**src/rtl/mealy_pkg.sv**
```systemverilog
// mealy_pkg
// Shared definitions for the Mealy detector and its downstream bit packer:
//   - packer_state_t : packer FSM states (IDLE, FILL)
//   - det_state_t    : five-state detector encodings, kept here so both
//                      stages use the same source
//   - DEF_WIDTH / DEF_DEPTH : default word width and FIFO depth
package mealy_pkg;

  localparam int DEF_WIDTH = 8;
  localparam int DEF_DEPTH = 4;

  typedef enum logic {
    IDLE = 1'b0,
    FILL = 1'b1
  } packer_state_t;

  typedef enum logic [2:0] {
    DET_S0 = 3'd0,
    DET_S1 = 3'd1,
    DET_S2 = 3'd2,
    DET_S3 = 3'd3,
    DET_S4 = 3'd4
  } det_state_t;

endpackage

```
**src/rtl/mealy_sync_fifo.sv**
```systemverilog
// mealy_sync_fifo
// Synchronous FIFO with registered storage. Full/empty come from the
// occupancy counter, so pointers simply wrap modulo DEPTH.
// Ports:
//   clk_i, reset_i (sync, active-high), clear_i (sync flush)
//   push_i / data_i  : write request; taken when not full or when a pop
//                      happens on the same edge
//   pop_i            : read request; taken only when not empty
//   data_o           : head entry
//   level_o          : occupancy, full_o / empty_o status
module mealy_sync_fifo
  import mealy_pkg::*;
#(
  parameter int DW    = DEF_WIDTH,
  parameter int DEPTH = DEF_DEPTH,
  localparam int PW   = $clog2(DEPTH),
  localparam int LW   = PW + 1
) (
  input  logic          clk_i,
  input  logic          reset_i,
  input  logic          clear_i,
  input  logic          push_i,
  input  logic [DW-1:0] data_i,
  input  logic          pop_i,
  output logic [DW-1:0] data_o,
  output logic [LW-1:0] level_o,
  output logic          full_o,
  output logic          empty_o
);

  logic [DW-1:0] r_mem [DEPTH];
  logic [PW-1:0] r_wr_ptr;
  logic [PW-1:0] r_rd_ptr;
  logic [LW-1:0] r_level;

  logic w_pop;
  logic w_push;

  assign full_o  = (r_level == LW'(DEPTH));
  assign empty_o = (r_level == '0);
  assign w_pop   = pop_i && !empty_o;
  // A pop on the same edge frees the slot the push needs.
  assign w_push  = push_i && (!full_o || w_pop);

  always_ff @(posedge clk_i) begin
    if (reset_i || clear_i) begin
      r_wr_ptr <= '0;
      r_rd_ptr <= '0;
      r_level  <= '0;
      for (int i = 0; i < DEPTH; i++) r_mem[i] <= '0;
    end else begin
      if (w_push) begin
        r_mem[r_wr_ptr] <= data_i;
        r_wr_ptr        <= r_wr_ptr + PW'(1);
      end
      if (w_pop) r_rd_ptr <= r_rd_ptr + PW'(1);
      case ({w_push, w_pop})
        2'b10:   r_level <= r_level + LW'(1);
        2'b01:   r_level <= r_level - LW'(1);
        default: r_level <= r_level;
      endcase
    end
  end

  assign data_o  = r_mem[r_rd_ptr];
  assign level_o = r_level;

endmodule

```
**src/rtl/mealy_bit_packer.sv**
```systemverilog
// mealy_bit_packer
// Packs the detector's serial data_out stream into WIDTH-bit words (first
// bit lands in the MSB) and queues them in a DEPTH-entry FIFO presented
// over valid/ready. A completed word that finds the FIFO full (with no pop
// on the same edge) is dropped and sets the sticky overflow flag.
// Ports:
//   clk_i, reset_i (sync, active-high), clear_i (sync flush)
//   bit_i / bit_valid_i        : serial input
//   word_o / word_valid_o / word_ready_i : output handshake
//   fill_o   : bits held in the partial word
//   level_o  : FIFO occupancy
//   overflow_o : sticky word-dropped flag
//   parity_o : even parity of word_o (only with MEALY_BIT_PACKER_PARITY_EN)
// Optional feature macro: MEALY_BIT_PACKER_PARITY_EN
//
// state | meaning
// IDLE  | no bits held, fill = 0
// FILL  | partial word, 0 < fill < WIDTH
module mealy_bit_packer
  import mealy_pkg::*;
#(
  parameter int WIDTH = DEF_WIDTH,
  parameter int DEPTH = DEF_DEPTH,
  localparam int FW   = $clog2(WIDTH),
  localparam int LW   = $clog2(DEPTH) + 1
) (
  input  logic             clk_i,
  input  logic             reset_i,
  input  logic             bit_i,
  input  logic             bit_valid_i,
  input  logic             clear_i,
  output logic [WIDTH-1:0] word_o,
  output logic             word_valid_o,
  input  logic             word_ready_i,
  output logic [FW-1:0]    fill_o,
  output logic [LW-1:0]    level_o,
`ifdef MEALY_BIT_PACKER_PARITY_EN
  output logic             parity_o,
`endif
  output logic             overflow_o
);

`ifdef MEALY_BIT_PACKER_PARITY_EN
  localparam int EW = WIDTH + 1;
`else
  localparam int EW = WIDTH;
`endif

  packer_state_t    r_state, w_state_nxt;
  logic [WIDTH-2:0] r_shreg, w_shreg_nxt;
  logic [FW-1:0]    r_fill, w_fill_nxt;
  logic             r_overflow;

  logic [WIDTH-1:0] w_shift;
  logic             w_push_req;
  logic             w_drop;
  logic             w_full;
  logic             w_empty;
  logic [EW-1:0]    w_entry_in;
  logic [EW-1:0]    w_entry_out;

  assign w_shift = {r_shreg, bit_i};

  always_comb begin
    w_state_nxt = r_state;
    w_shreg_nxt = r_shreg;
    w_fill_nxt  = r_fill;
    w_push_req  = 1'b0;
    if (bit_valid_i) begin
      w_shreg_nxt = w_shift[WIDTH-2:0];
      case (r_state)
        IDLE: begin
          w_fill_nxt  = FW'(1);
          w_state_nxt = FILL;
        end
        FILL: begin
          if (r_fill == FW'(WIDTH - 1)) begin
            w_push_req  = 1'b1;
            w_fill_nxt  = '0;
            w_state_nxt = IDLE;
          end else begin
            w_fill_nxt  = r_fill + FW'(1);
            w_state_nxt = FILL;
          end
        end
        default: begin
          w_fill_nxt  = '0;
          w_state_nxt = IDLE;
        end
      endcase
    end
  end

  // Full FIFO still accepts when the consumer pops on the same edge.
  assign w_drop = w_push_req && w_full && !(word_ready_i && !w_empty);

  always_ff @(posedge clk_i) begin
    if (reset_i || clear_i) begin
      r_state    <= IDLE;
      r_shreg    <= '0;
      r_fill     <= '0;
      r_overflow <= 1'b0;
    end else begin
      r_state <= w_state_nxt;
      r_shreg <= w_shreg_nxt;
      r_fill  <= w_fill_nxt;
      if (w_drop) r_overflow <= 1'b1;
    end
  end

`ifdef MEALY_BIT_PACKER_PARITY_EN
  assign w_entry_in = {^w_shift, w_shift};
  assign parity_o   = w_entry_out[WIDTH];
`else
  assign w_entry_in = w_shift;
`endif

  mealy_sync_fifo #(
    .DW    (EW),
    .DEPTH (DEPTH)
  ) u_fifo (
    .clk_i   (clk_i),
    .reset_i (reset_i),
    .clear_i (clear_i),
    .push_i  (w_push_req),
    .data_i  (w_entry_in),
    .pop_i   (word_ready_i),
    .data_o  (w_entry_out),
    .level_o (level_o),
    .full_o  (w_full),
    .empty_o (w_empty)
  );

  assign word_o       = w_entry_out[WIDTH-1:0];
  assign word_valid_o = !w_empty;
  assign fill_o       = r_fill;
  assign overflow_o   = r_overflow;

endmodule

```
**config.mk**
```make
export PLATFORM = sky130hd
export DESIGN_NAME = mealy_bit_packer
export DESIGN_NICKNAME = d
export VERILOG_FILES = /design/src/rtl/mealy_pkg.sv /design/src/rtl/mealy_sync_fifo.sv /design/src/rtl/mealy_bit_packer.sv
export SDC_FILE = /design/constraint.sdc
export NUM_CORES = 1
export LEC_CHECK = 0
export CAP_MARGIN = 20
export CORE_ASPECT_RATIO = 1.5
export CORE_MARGIN = 2
export CORE_UTILIZATION = 60
export CTS_CLUSTER_SIZE = 10
export DETAILED_ROUTE_END_ITERATION = 6
export DONT_BUFFER_PORTS = 1
export PLACE_DENSITY = 0.73
export SLEW_MARGIN = 30
export SYNTH_ARGS = -nofsm -noshare
export SYNTH_HDL_FRONTEND = slang
export SYNTH_SLANG_ARGS = --single-unit
```
**constraint.sdc**
```tcl
create_clock -name clk_i -period 4.2 [get_ports clk_i]
set_clock_uncertainty 0.15 [all_clocks]
set_input_delay 0.42 -clock clk_i [delete_from_list [all_inputs] [get_ports clk_i]]
set_output_delay 0.42 -clock clk_i [all_outputs]
set_load 0.01 [all_outputs]
```
==> flow_summary.ini <==
[critical_path]
rr_worst_depth = 10
critPathKind = reg -> reg
rr_endpoint = u_fifo.level_o[2]$_SDFFE_PP0P_
end_kind = flip-flop
arrival_ns = 2.89
cp.required_ns = 4.28
worstSetupStartpointType = flip-flop
reg2reg_from = fill_o[0]$_SDFFE_PP0P_
cp-startpoint = fill_o[0]$_SDFFE_PP0P_
r2r_setup_slack_ns = 1.40
crit_fanout = 7

[hold_path]
min_to = fill_o[1]$_SDFFE_PP0P_
hold_class = in -> reg
whs_path_depth = 2
min-delay-start = bit_valid_i

[place]
post_dp_cell_area_mm2 = 0.002295
io_buffer_count = 0
hpwl_um = 3066
dp_slack_ns = 1.428
globalplace.congestion = 0.7762

[timing]
rsz0062_at_grt = no
slew_headroom = 0.5199
finalHoldViolCount = 0
setup_viol_count_final = 0
fin_crit_ns = 2.805
worstMarginPinSlew_ns = 0.7158
setup_ws_ns = 1.395
post-route-period-util = 0.6678
timing.final.max_slew_violations = 0
tns_ns = 0
fmax_ghz = 0.3565

[power]
power-per-cell-area_mw_per_mm2 = 382.9
p_leak_nw = 0.9161
worst_ir_drop_vdd_v = 0.0003180
power.total_uw = 922.6

[cts]
htreeDepth = 2
cts_inserted_buffers = 5
ctsHoldBuffers = 0
clk-insertion-delay-late_ns = 0.30
cts_sinks = 53
post_cts_resized = 0
clock_path_buffers = 2
path_clk_slew_ns = 0.08
post_cts_buffers = 0
cts_tree = built
root_buffer = clkbuf_8

[detailed_routing]
totalWireLength_um = 4115
drtPass1Iterations = 4
wl_per_cell_um = 18.62
vias = 1381
via_per_inst = 6.249
drc = 0
dr.first_iter.drc_count = 47
antenna_left = 0

[flow_run]
max-cap-violations = 0

[synthesis]
synth_top_cell_area_share = 0.4234
avgSynthCellArea_um2 = 12.75
synth_area_mm2 = 0.002270
ys_ff_latch = 53
synth_cell_types = 35
yosys_warnings = 0
synth_top_area_cell = edfxtp_1
synth_cells = 178
ys_seq_area_frac = 0.6086
synth_nets = 188
synthTopCellsByArea = edfxtp_1 (42%), dfxtp_1 (19%), mux4_2 (7.9%)

[die]
boundaryPins = 22
start_util = 0.6221
row_count = 27
core_area_mm2 = 0.003649
dieArea_mm2 = 0.004301
die_h_um = 79.33
die-width_um = 54.22

[global_route]
grt_max_degree = 22
grt_pass1_wl_um = 6555
antenna_found_initial = 0
grt_overflow = 0
gr-usage-all-layers = 0.2198
grt_pass1_vias = 1384

[cells_and_area]
layout_commonest_cell = edfxtp_1
regArea_mm2 = 0.001381
diodes = 0
final_area_mm2 = 0.002410
area_growth_pct = 6.174
drive_gt1_frac = 0.1236
post-route-util = 0.6605
num-nets-final = 187
multi_input_area_um2 = 837.1
fillers = 270
layout_common_cells = edfxtp_1 (32), nor2_1 (29), dfxtp_1 (21)

[status]
status = finished, final reports clean
==> synthesized netlist by cell type <==
cell type and number:
a211oi_2 1, a21o_1 1, a21oi_1 6, a41o_1 1, and2_1 4, and3_1 17
buf_1 1, buf_2 4, clkbuf_1 2, clkbuf_2 2, dfxtp_1 21, edfxtp_1 32
fa_1 1, ha_1 3, inv_1 4, mux2i_1 7, mux4_2 8, nand2_1 7
nand2b_1 2, nand3_1 5, nor2_1 29, nor2b_1 2, nor3_1 2, nor4b_2 1
o211a_1 1, o211ai_1 1, o21ai_0 1, o311ai_0 1, o31a_1 1, o31ai_1 2
or2_2 1, or3_1 2, or4b_4 1, xnor2_1 1, xor2_1 3
==> cell families (layout without fill, tap and decap cells) <==
group,count (synthesis),in the layout,synth area share
multiplexers,15,15,0.1103
adder cells (fa/ha/maj),4,4,0.02536
flip-flops,53,53,0.6086
XOR/XNOR,4,4,0.01544
AO/OA/AOI/OAI,16,16,0.05072
AND/OR/NAND/NOR,73,73,0.1648
buffers and inverters,13,13,0.02481
==> report_power, final <==
group	internal, mW	switching (mW)	total [mW]
clock network	0.177	0.153	0.329
logic	0.00864	0.0146	0.0232
registers	0.564	0.00637	0.570
total	0.749	0.173	0.923
==> routing by layer <==
metal,GRT usage,part of all wire,vias up
li1,-,-,646
met1,0.2340,0.35,681
met2,0.3988,0.59,48
met3,0.05827,0.047,6
met4,0.07250,0.012,0
met5,0,0,-
==> worst max-delay path by stage <==
stage,end,cells past startpoint,slack [ns]
floorplan,u_fifo.level_o[2]$_SDFFE_PP0P_,11,1.61
global placement,u_fifo.r_mem[0][6]$_SDFFCE_PN0P_,5,1.50
detailed placement,u_fifo.level_o[2]$_SDFFE_PP0P_,10,1.43
CTS,u_fifo.level_o[2]$_SDFFE_PP0P_,10,1.39
global route,u_fifo.level_o[2]$_SDFFE_PP0P_,10,1.22
finish,u_fifo.level_o[2]$_SDFFE_PP0P_,10,1.40
==> critical path, stage by stage, from the launching register on <==
cell and delay (ns):
dfxtp_1 0.37, ha_1 0.22, ha_1 0.20, and3_1 0.27, nand2_1 0.24, ha_1 0.23
inv_1 0.06, fa_1 0.37, xor2_1 0.16, or3_1 0.31, a21oi_1 0.15
==> flip-flops by register name (all words and copies together) (netlist names), named ones only <==
signal	cells
u_fifo.r_mem	32
r_shreg	7
fill_o	3
u_fifo.level_o	3
u_fifo.r_rd_ptr	2
u_fifo.r_wr_ptr	2
overflow_o	1
r_state	1
==> layout make-up <==
cell class              instances  share of cell area
multi-input cells             112              0.3474
flip-flops and latches         53              0.5732
well taps                      43             0.02233
inverters                       4            0.006231
repair buffers                  1            0.003115
clock buffers                   8             0.04777
==> through the flow <==
stage	hold WS [ns]	std cells
after floorplan	0.3244	178
after CTS	0.1074	221
final	0.1067	221
after global placement	0.3620	213
after detailed placement	0.3728	213
after global routing	0.1242	221
Power figures use the tool's default switching activity.
